### src/rtl/msfsm_pkg.sv
// rtl/msfsm_pkg.sv - shared types and helper functions for the MSFSM node
package msfsm_pkg;

   typedef enum logic {TK_IN = 1'b0, TK_OUT = 1'b1} trans_kind_e;

   // Widest one-hot vector the helper can build; place and event vectors must fit.
   localparam int OH_MAX_W = 64;

   function automatic int clog2_min1(input int n);
      return (n <= 2) ? 1 : $clog2(n);
   endfunction

   function automatic logic [OH_MAX_W-1:0] onehot(input int idx, input int w);
      logic [OH_MAX_W-1:0] v;
      v = '0;
      if (idx >= 0 && idx < w && idx < OH_MAX_W)
         v = {{(OH_MAX_W-1){1'b0}}, 1'b1} << idx;
      return v;
   endfunction

endpackage

### src/rtl/msfsm_prio_arb.sv
// rtl/msfsm_prio_arb.sv - fixed-priority arbiter, lowest request index wins
module msfsm_prio_arb
   import msfsm_pkg::*;
#(
   parameter int N  = 5,
   parameter int IW = clog2_min1(N)
)(
   input  logic [N-1:0]  i_req,
   output logic [N-1:0]  o_gnt,
   output logic [IW-1:0] o_idx,
   output logic          o_any
);

   // Two's-complement trick isolates the lowest set request bit.
   assign o_gnt = i_req & (~i_req + N'(1));
   assign o_any = |i_req;

   always_comb begin
      o_idx = '0;
      for (int i = 0; i < N; i++)
         if (o_gnt[i]) o_idx = IW'(i);
   end

endmodule

### src/rtl/msfsm_mealy_node_param.sv
// rtl/msfsm_mealy_node_param.sv - table-driven Mealy FSM node; MSFSM_ONEHOT_CHECK_EN enables place integrity checking
module msfsm_mealy_node_param
   import msfsm_pkg::*;
#(
   parameter int N_STATES    = 4,
   parameter int N_IN        = 4,
   parameter int N_OUT       = 1,
   parameter int N_PEERS     = 2,
   parameter int N_TRANS     = 5,
   parameter int RESET_STATE = 0,
   parameter logic [N_TRANS*clog2_min1(N_STATES)-1:0] TRANS_SRC =
      {2'd3, 2'd2, 2'd1, 2'd1, 2'd0},
   parameter logic [N_TRANS*clog2_min1(N_STATES)-1:0] TRANS_DST =
      {2'd0, 2'd3, 2'd2, 2'd2, 2'd1},
   parameter logic [N_TRANS-1:0] TRANS_KIND = 5'b01000,
   parameter logic [N_TRANS*clog2_min1((N_IN > N_OUT) ? N_IN : N_OUT)-1:0] TRANS_EVT =
      {2'd3, 2'd0, 2'd2, 2'd1, 2'd0},
   parameter logic [N_TRANS*N_PEERS-1:0] TRANS_TB_MASK =
      {2'b10, 2'b11, 2'b01, 2'b01, 2'b01},
   parameter int CW = 8
)(
   input  logic                               clk,
   input  logic                               reset,
   input  logic                               en,
   input  logic [N_IN-1:0]                    in_evt,
   input  logic [N_TRANS*N_PEERS-1:0]         tb,
   output logic [N_STATES-1:0]                place,
   output logic [N_OUT-1:0]                   out_evt,
   output logic                               fired,
   output logic [clog2_min1(N_TRANS)-1:0]     fired_idx,
   output logic [CW-1:0]                      stall_cnt,
   output logic                               err
);

   localparam int SW = clog2_min1(N_STATES);
   localparam int EW = clog2_min1((N_IN > N_OUT) ? N_IN : N_OUT);
   localparam int TW = clog2_min1(N_TRANS);
   localparam int SP = 1 << SW;
   localparam int EP = 1 << EW;
   localparam logic [N_STATES-1:0] RST_OH = N_STATES'(onehot(RESET_STATE, N_STATES));

   logic [N_STATES-1:0] r_place;
   logic [CW-1:0]       r_stall;
   logic [SP-1:0]       w_place_pad;
   logic [EP-1:0]       w_in_pad;
   logic [EP-1:0]       w_out_pad;
   logic [N_TRANS-1:0]  w_req;
   logic [N_TRANS-1:0]  w_gnt;
   logic [TW-1:0]       w_idx;
   logic                w_any;
   logic                w_bad;
   logic [N_STATES-1:0] w_dst_oh;

   // Pad to full index range so table indices never select out of bounds.
   assign w_place_pad = SP'(r_place);
   assign w_in_pad    = EP'(in_evt);

   for (genvar t = 0; t < N_TRANS; t++) begin : g_trans
      logic [SW-1:0]      w_src;
      logic [EW-1:0]      w_evt;
      logic [N_PEERS-1:0] w_mask;
      logic [N_PEERS-1:0] w_tb;
      logic               w_tb_ok;
      logic               w_evt_ok;

      assign w_src    = TRANS_SRC[t*SW +: SW];
      assign w_evt    = TRANS_EVT[t*EW +: EW];
      assign w_mask   = TRANS_TB_MASK[t*N_PEERS +: N_PEERS];
      assign w_tb     = tb[t*N_PEERS +: N_PEERS];
      assign w_tb_ok  = &(w_tb | ~w_mask);
      assign w_evt_ok = (trans_kind_e'(TRANS_KIND[t]) == TK_OUT) | w_in_pad[w_evt];
      assign w_req[t] = en & ~reset & ~w_bad & w_place_pad[w_src] & w_tb_ok & w_evt_ok;
   end

   msfsm_prio_arb #(.N(N_TRANS), .IW(TW)) u_arb (
      .i_req (w_req),
      .o_gnt (w_gnt),
      .o_idx (w_idx),
      .o_any (w_any)
   );

   always_comb begin
      w_dst_oh  = r_place;
      w_out_pad = '0;
      for (int t = 0; t < N_TRANS; t++) begin
         if (w_gnt[t]) begin
            w_dst_oh = N_STATES'(onehot(int'(TRANS_DST[t*SW +: SW]), N_STATES));
            if (trans_kind_e'(TRANS_KIND[t]) == TK_OUT)
               w_out_pad = EP'(onehot(int'(TRANS_EVT[t*EW +: EW]), EP));
         end
      end
   end

`ifdef MSFSM_ONEHOT_CHECK_EN
   logic r_err;

   assign w_bad = (r_place == '0) | ((r_place & (r_place - N_STATES'(1))) != '0);

   always_ff @(posedge clk) begin
      if (reset)      r_err <= 1'b0;
      else if (w_bad) r_err <= 1'b1;
   end

   assign err = r_err;
`else
   assign w_bad = 1'b0;
   assign err   = 1'b0;
`endif

   always_ff @(posedge clk) begin
      if (reset)      r_place <= RST_OH;
      else if (w_bad) r_place <= RST_OH;
      else if (w_any) r_place <= w_dst_oh;
   end

   always_ff @(posedge clk) begin
      if (reset || w_any)            r_stall <= '0;
      else if (en && r_stall != '1)  r_stall <= r_stall + CW'(1);
   end

   assign place     = r_place;
   assign out_evt   = w_out_pad[N_OUT-1:0];
   assign fired     = w_any;
   assign fired_idx = w_any ? w_idx : '0;
   assign stall_cnt = r_stall;

endmodule
### config.mk
export PLATFORM = sky130hd
export DESIGN_NAME = msfsm_mealy_node_param
export DESIGN_NICKNAME = d
export VERILOG_FILES = /design/src/rtl/msfsm_pkg.sv /design/src/rtl/msfsm_prio_arb.sv /design/src/rtl/msfsm_mealy_node_param.sv
export SDC_FILE = /design/constraint.sdc
export NUM_CORES = 1
export LEC_CHECK = 0
export CAP_MARGIN = 20
export CORE_MARGIN = 5
export CORE_UTILIZATION = 43
export CTS_CLUSTER_SIZE = 24
export DETAILED_ROUTE_END_ITERATION = 16
export GPL_TIMING_DRIVEN = 0
export PLACE_DENSITY = 0.85
export SYNTH_ARGS = -nofsm -noshare
export SYNTH_HDL_FRONTEND = slang
export SYNTH_HIERARCHICAL = 1
export SYNTH_SLANG_ARGS = --single-unit
### constraint.sdc
create_clock -name clk -period 7.3 [get_ports clk]
set_input_delay 2.19 -clock clk [delete_from_list [all_inputs] [get_ports clk]]
set_output_delay 2.19 -clock clk [all_outputs]
set_load 0.03 [all_outputs]
Yosys cells after proc, flatten, opt, wreduce, memory -nomap -nowiden. Cells that the tools add are included.

Output and inout bits: 18. Register bits: 12. Word-level logic and storage cells: 39.

Reductions and logical operators: 6. Equal/unequal tests: 1. Add/subtract/negate cells: 2. Muxes and demuxes: 11. Bitwise gates (word level): 17.

Operator list (number): 2-to-1 mux 4 bit (5); bitwise AND 1 bit (14); adder 8 x 1 -> 8 bit, second input constant (1); inequality test 8 bit, second input constant (1); 2-to-1 mux 3 bit (2); adder 5 x 1 -> 5 bit, second input constant (1); bitwise AND 5 bit (1); NOT 5 bit (1); nonzero test 5 bit (1); OR reduction 5 bit (1); 2-to-1 mux 2 bit (2); AND reduction 2 bit (2); 2-to-1 mux 1 bit (2); logical AND 1 bit (1); logical OR 1 bit (1); NOT 1 bit (1).

Depth between registers and ports, before layout.
Depth in word-level cells: 13. Gate-level depth with buffers: 7. Mapped depth without buffers: 7.

By module. Netlist, hierarchy kept.

Modules (own cells, without submodules): msfsm_mealy_node_param (area an instance 683.2 sq um, instances 1, cells an instance 82); msfsm_prio_arb (area an instance 83.8 sq um, instances 1, cells an instance 13).

Worst setup path before layout. Ideal clock, no wire load.

Path kind: in2out. From: input port en. To: output port out_evt. Stages on the path: 3. Setup slack: 1.249 ns. Arrival: 3.861 ns. Cells stage by stage: nor2b_1 > and4_1 > nor4b_1.

Longest elaborated chain between the ends: 8. Elaborated cells between the ends (all ways): 15. Those cells by class: add/sub: 1; mux: 1; bitwise: 13.

Ends and longest elaborated chain: start: declaration (RTL line msfsm_mealy_node_param.sv:24) `input logic en,`; bitwise AND 1 bit (4 in series) (RTL line msfsm_mealy_node_param.sv:72) `assign w_req[t] = en & ~reset & ~w_bad & w_place_pad[w_src] & w_tb_ok & w_evt_ok;`; net w_req[1] (RTL line msfsm_mealy_node_param.sv:47) `logic [N_TRANS-1:0] w_req;`; NOT 5 bit (RTL line msfsm_prio_arb.sv:15) `assign o_gnt = i_req & (~i_req + N'(1));`; adder 5 x 1 -> 5 bit (RTL line msfsm_prio_arb.sv:15); bitwise AND 5 bit (RTL line msfsm_prio_arb.sv:15); 2-to-1 mux 1 bit (RTL line msfsm_mealy_node_param.sv:86) `if (w_gnt[t]) begin`; end: declaration (RTL line msfsm_mealy_node_param.sv:28) `output logic [N_OUT-1:0] out_evt,`.

The timed path passes the listed nets, and every way through them passes these cells.

Final worst setup path.
From: input port reset. To: output port fired_idx[2].

Longest elaborated chain between the ends: 10. Elaborated cells between the ends (all ways): 21. Those cells by class: add/sub: 1; mux: 2; bitwise: 17; reduce/logical: 1.

Ends and longest elaborated chain: start: declaration (RTL line msfsm_mealy_node_param.sv:23) `input logic reset,`; NOT 1 bit * (RTL line msfsm_mealy_node_param.sv:72); bitwise AND 1 bit * (4 in series) (RTL line msfsm_mealy_node_param.sv:72); net w_req[0] (RTL line msfsm_mealy_node_param.sv:47); NOT 5 bit (RTL line msfsm_prio_arb.sv:15); adder 5 x 1 -> 5 bit (RTL line msfsm_prio_arb.sv:15); bitwise AND 5 bit (RTL line msfsm_prio_arb.sv:15); 2-to-1 mux 3 bit (RTL line msfsm_prio_arb.sv:21) `if (o_gnt[i]) o_idx = IW'(i);`; 2-to-1 mux 3 bit * (RTL line msfsm_mealy_node_param.sv:124) `assign fired_idx = w_any ? w_idx : '0;`; end: declaration (RTL line msfsm_mealy_node_param.sv:30) `output logic [clog2_min1(N_TRANS)-1:0] fired_idx,`.

Mark *: on every way through the listed nets, which the timed path passes. The rest lies on a longest branch.

==> results.md <==
- Area grow syn2layout: 46.7%
- Pleak: 0.392 nW
- VDD IR max: 79.6 uV
- Hold Crit Class: reg2reg
- FFs w/ async S/R, synth: 0%
- NumNets Final: 147
- CTS max path bufs: 2
- Period utilization: 96.6%
- Hpwl dp: 1.55 mm
- Syn_nets: 113
- Startpoint types: input port
- Rel. slew slack: 51.9%
- #FFs+latches synth: 12
- Mean number of vias per cell: 5.57
- IO buf count: 29
- Clock Skew: 4.15 ps
- Syn. warnings: 6
- Sequential area share after synthesis: 31.3%
- Reg2reg path depth: 7
- Clk slew on worst S/H paths: 80 ps
- H-tree depth: 1
- Initial Utilization: 44.9%
- Number of synthesized flops with an enable pin: 0
- WHS Path Cells: 2
- Max_cap viols: 0
- Reg2reg end: place[3]
- Row count: 15
- Setup crit end kind: output pin
- Slew of the pin with the lowest slew margin: 712 ps
- Synth Instances: 95
- Tot GR Track Use: 16.0%
- Status: completed
- Number of global-route vias before repair: 835
- Largest family of logic cells by synthesized area: simple AND/OR/NAND/NOR gates
- Critical R2R Launch: place[0]
- Post-CTS setup buffer count: 0
- Global-route wire length before repair: 3.25 mm
- Die extent in y: 52.2 um
- Clock latency on the worst-skew pair: 280 ps
- Hold Crit Start: place[2]
- Synthesized area: 767 sq um
- Number of distinct library cells after synthesis: 38
- Final setup violating endpoints: 0
- Remaining antenna violation count after routing: 0
- RD Place Congestion: 0.814
- Cell Area, Placed: 1090 sq um
- Core ar.: 1710 sq um
- Die footprint: 2730 sq um
- Die width: 52.2 um
- Setup tns final: 0 ps
- Mux cell area share after synthesis: 2.61%
- Synth Area in Compound Gates: 19.7%
- Synth Area in Adders: 1.63%
- Flop2flop setup slack: 5030 ps
- Final Hold Viols: 0
- Worst-path maximum fanout: 10
- Antenna violations before repair: 0
- # clock sinks: 12
- CTS tree: done
- Aggregate global routing overflow: 0
- Pwr Density: 128 nW/um^2
- # hold bufs at CTS: 0
- Worst hold endpoint: place[2]
- Synthesized area per cell: 8.07 sq um
- Ys flop type: dfxtp_1
- CP Class: in2out
- Simple-gate share of the synthesized area: 39.3%
- Resized cells post-CTS: 0
- Synth Area in XOR/XNOR: 0%
- Tmin final: 7050 ps
- Detailed Route WL: 2.03 mm
- Clock root buffer: clkbuf_4
- RSZ-0062 raised after global routing: false
- Finished Cell Area: 1120 sq um
- FMAX: 142 MHz
- Number of clock buffers inserted by TritonCTS: 3
- Share of cells above drive strength 1: 8.59%
- Top Ports: 35
- Routed wire per std cell: 13.3 um
- Drt pass-1 iters: 4
- WP data arrival: 4860 ps
- Largest net degree at the start of global routing: 11
- DRT iter0 DRCs: 17
- CP Data Required Time: 5110 ps
- Ant diodes: 0
- Via count: 852
- Fin. max-slew vios: 0
- # DRC: 0
==> how the worst max path moves through the flow <==
stage | start | end
3_3_place_gp | reset | fired_idx[2]
6_report | reset | fired_idx[2]
3_5_place_dp | reset | fired_idx[0]
4_1_cts | reset | fired_idx[2]
2_1_floorplan | en | out_evt
5_1_grt | reset | fired_idx[0]
==> registers in the layout, summed over array words and instances, names as in the netlist <==
signal	count
stall_cnt	8
place	4
==> layer usage <==
layer	wire, um	track usage (%)	up-vias
met5	0	0	-
met4	33	9.79	0
met3	135	5.13	5
met2	1040	29.7	28
met1	823	15.0	398
li1	-	-	421
==> power by group <==
part           internal (mW)  leakage (nW)  switching (mW)
Combinational         0.0107         0.274         0.00947
Sequential            0.0665        0.0971         0.00162
Clock                 0.0304        0.0210          0.0248
Total                  0.108         0.392          0.0359
==> synth_stat cells (all sizes together), types with 2 or more instances <==
cell,n,area share (%)
nand2,7,3.4
nand3,4,2.6
a21boi,2,2.0
buf,3,2.9
or3,2,1.6
dfxtp,12,31
a31oi,2,1.6
clkbuf,3,1.5
mux2i,2,2.6
a211oi,4,3.9
nor2,6,2.9
nand2b,6,4.9
and3,2,1.6
o21ai,4,2.6
and2,4,3.3
and4,4,4.6
nand4,2,1.6
a21oi,7,4.6
nor3,2,1.3
==> layout make-up <==
| type | count | area [sq um] |
|---|---|---|
| clock buffer | 4 | 36.3 |
| sequential | 12 | 240 |
| buffer | 6 | 33.8 |
| multi-input combinational | 76 | 489 |
| tap | 25 | 31.3 |
| timing repair buffer | 29 | 290 |
| fill | 156 | 583 |
| inverter | 1 | 3.75 |
==> cells in the final DEF, fill, tap and decap left out, types with 3 or more instances in the layout <==
| cell type | instances |
|---|---|
| nand2_1 | 7 |
| nand3_1 | 4 |
| clkbuf_4 | 3 |
| and4_1 | 4 |
| o21ai_0 | 3 |
| clkdlybuf4s50_1 | 29 |
| dfxtp_1 | 12 |
| nand2b_1 | 6 |
| a211oi_1 | 4 |
| and2_1 | 4 |
| nor2_1 | 6 |
| buf_4 | 3 |
| clkbuf_1 | 3 |
| a21oi_1 | 7 |
==> cell families (layout without fill, tap and decap cells) <==
group / after synthesis / count (layout)
buffers and inverters: 7 / 40
muxes: 2 / 2
other: 1 / 1
and+or+nand+nor: 49 / 49
adders and majority gates: 1 / 1
AOI/OAI and AO/OA: 23 / 23
DFF: 12 / 12
==> worst max-delay path, cell delays in order <==
cell and delay (ps):
clkdlybuf4s50_1 540, nand2b_1 250, nor2_1 410, nor4_2 80, nand2b_1 200, clkbuf_1 320, and2_1 190, clkdlybuf4s50_1 670
==> metrics by stage <==
stage / util [%] / worst slack [ps] / std cells / hold slack (ps) / power [mW]
detailed placement: 63.7 / 275 / 149 / 506 / 0.0898
floorplan: - / 1250 / 95 / 609 / 0.0784
finish: 65.9 / 250 / 153 / 519 / 0.143
global placement: 63.7 / 289 / 149 / 494 / 0.0893
CTS: 65.9 / 259 / 153 / 520 / 0.143
global route: 65.9 / 67.1 / 153 / 549 / 0.149
No activity file was read; power rests on OpenSTA's default activity.
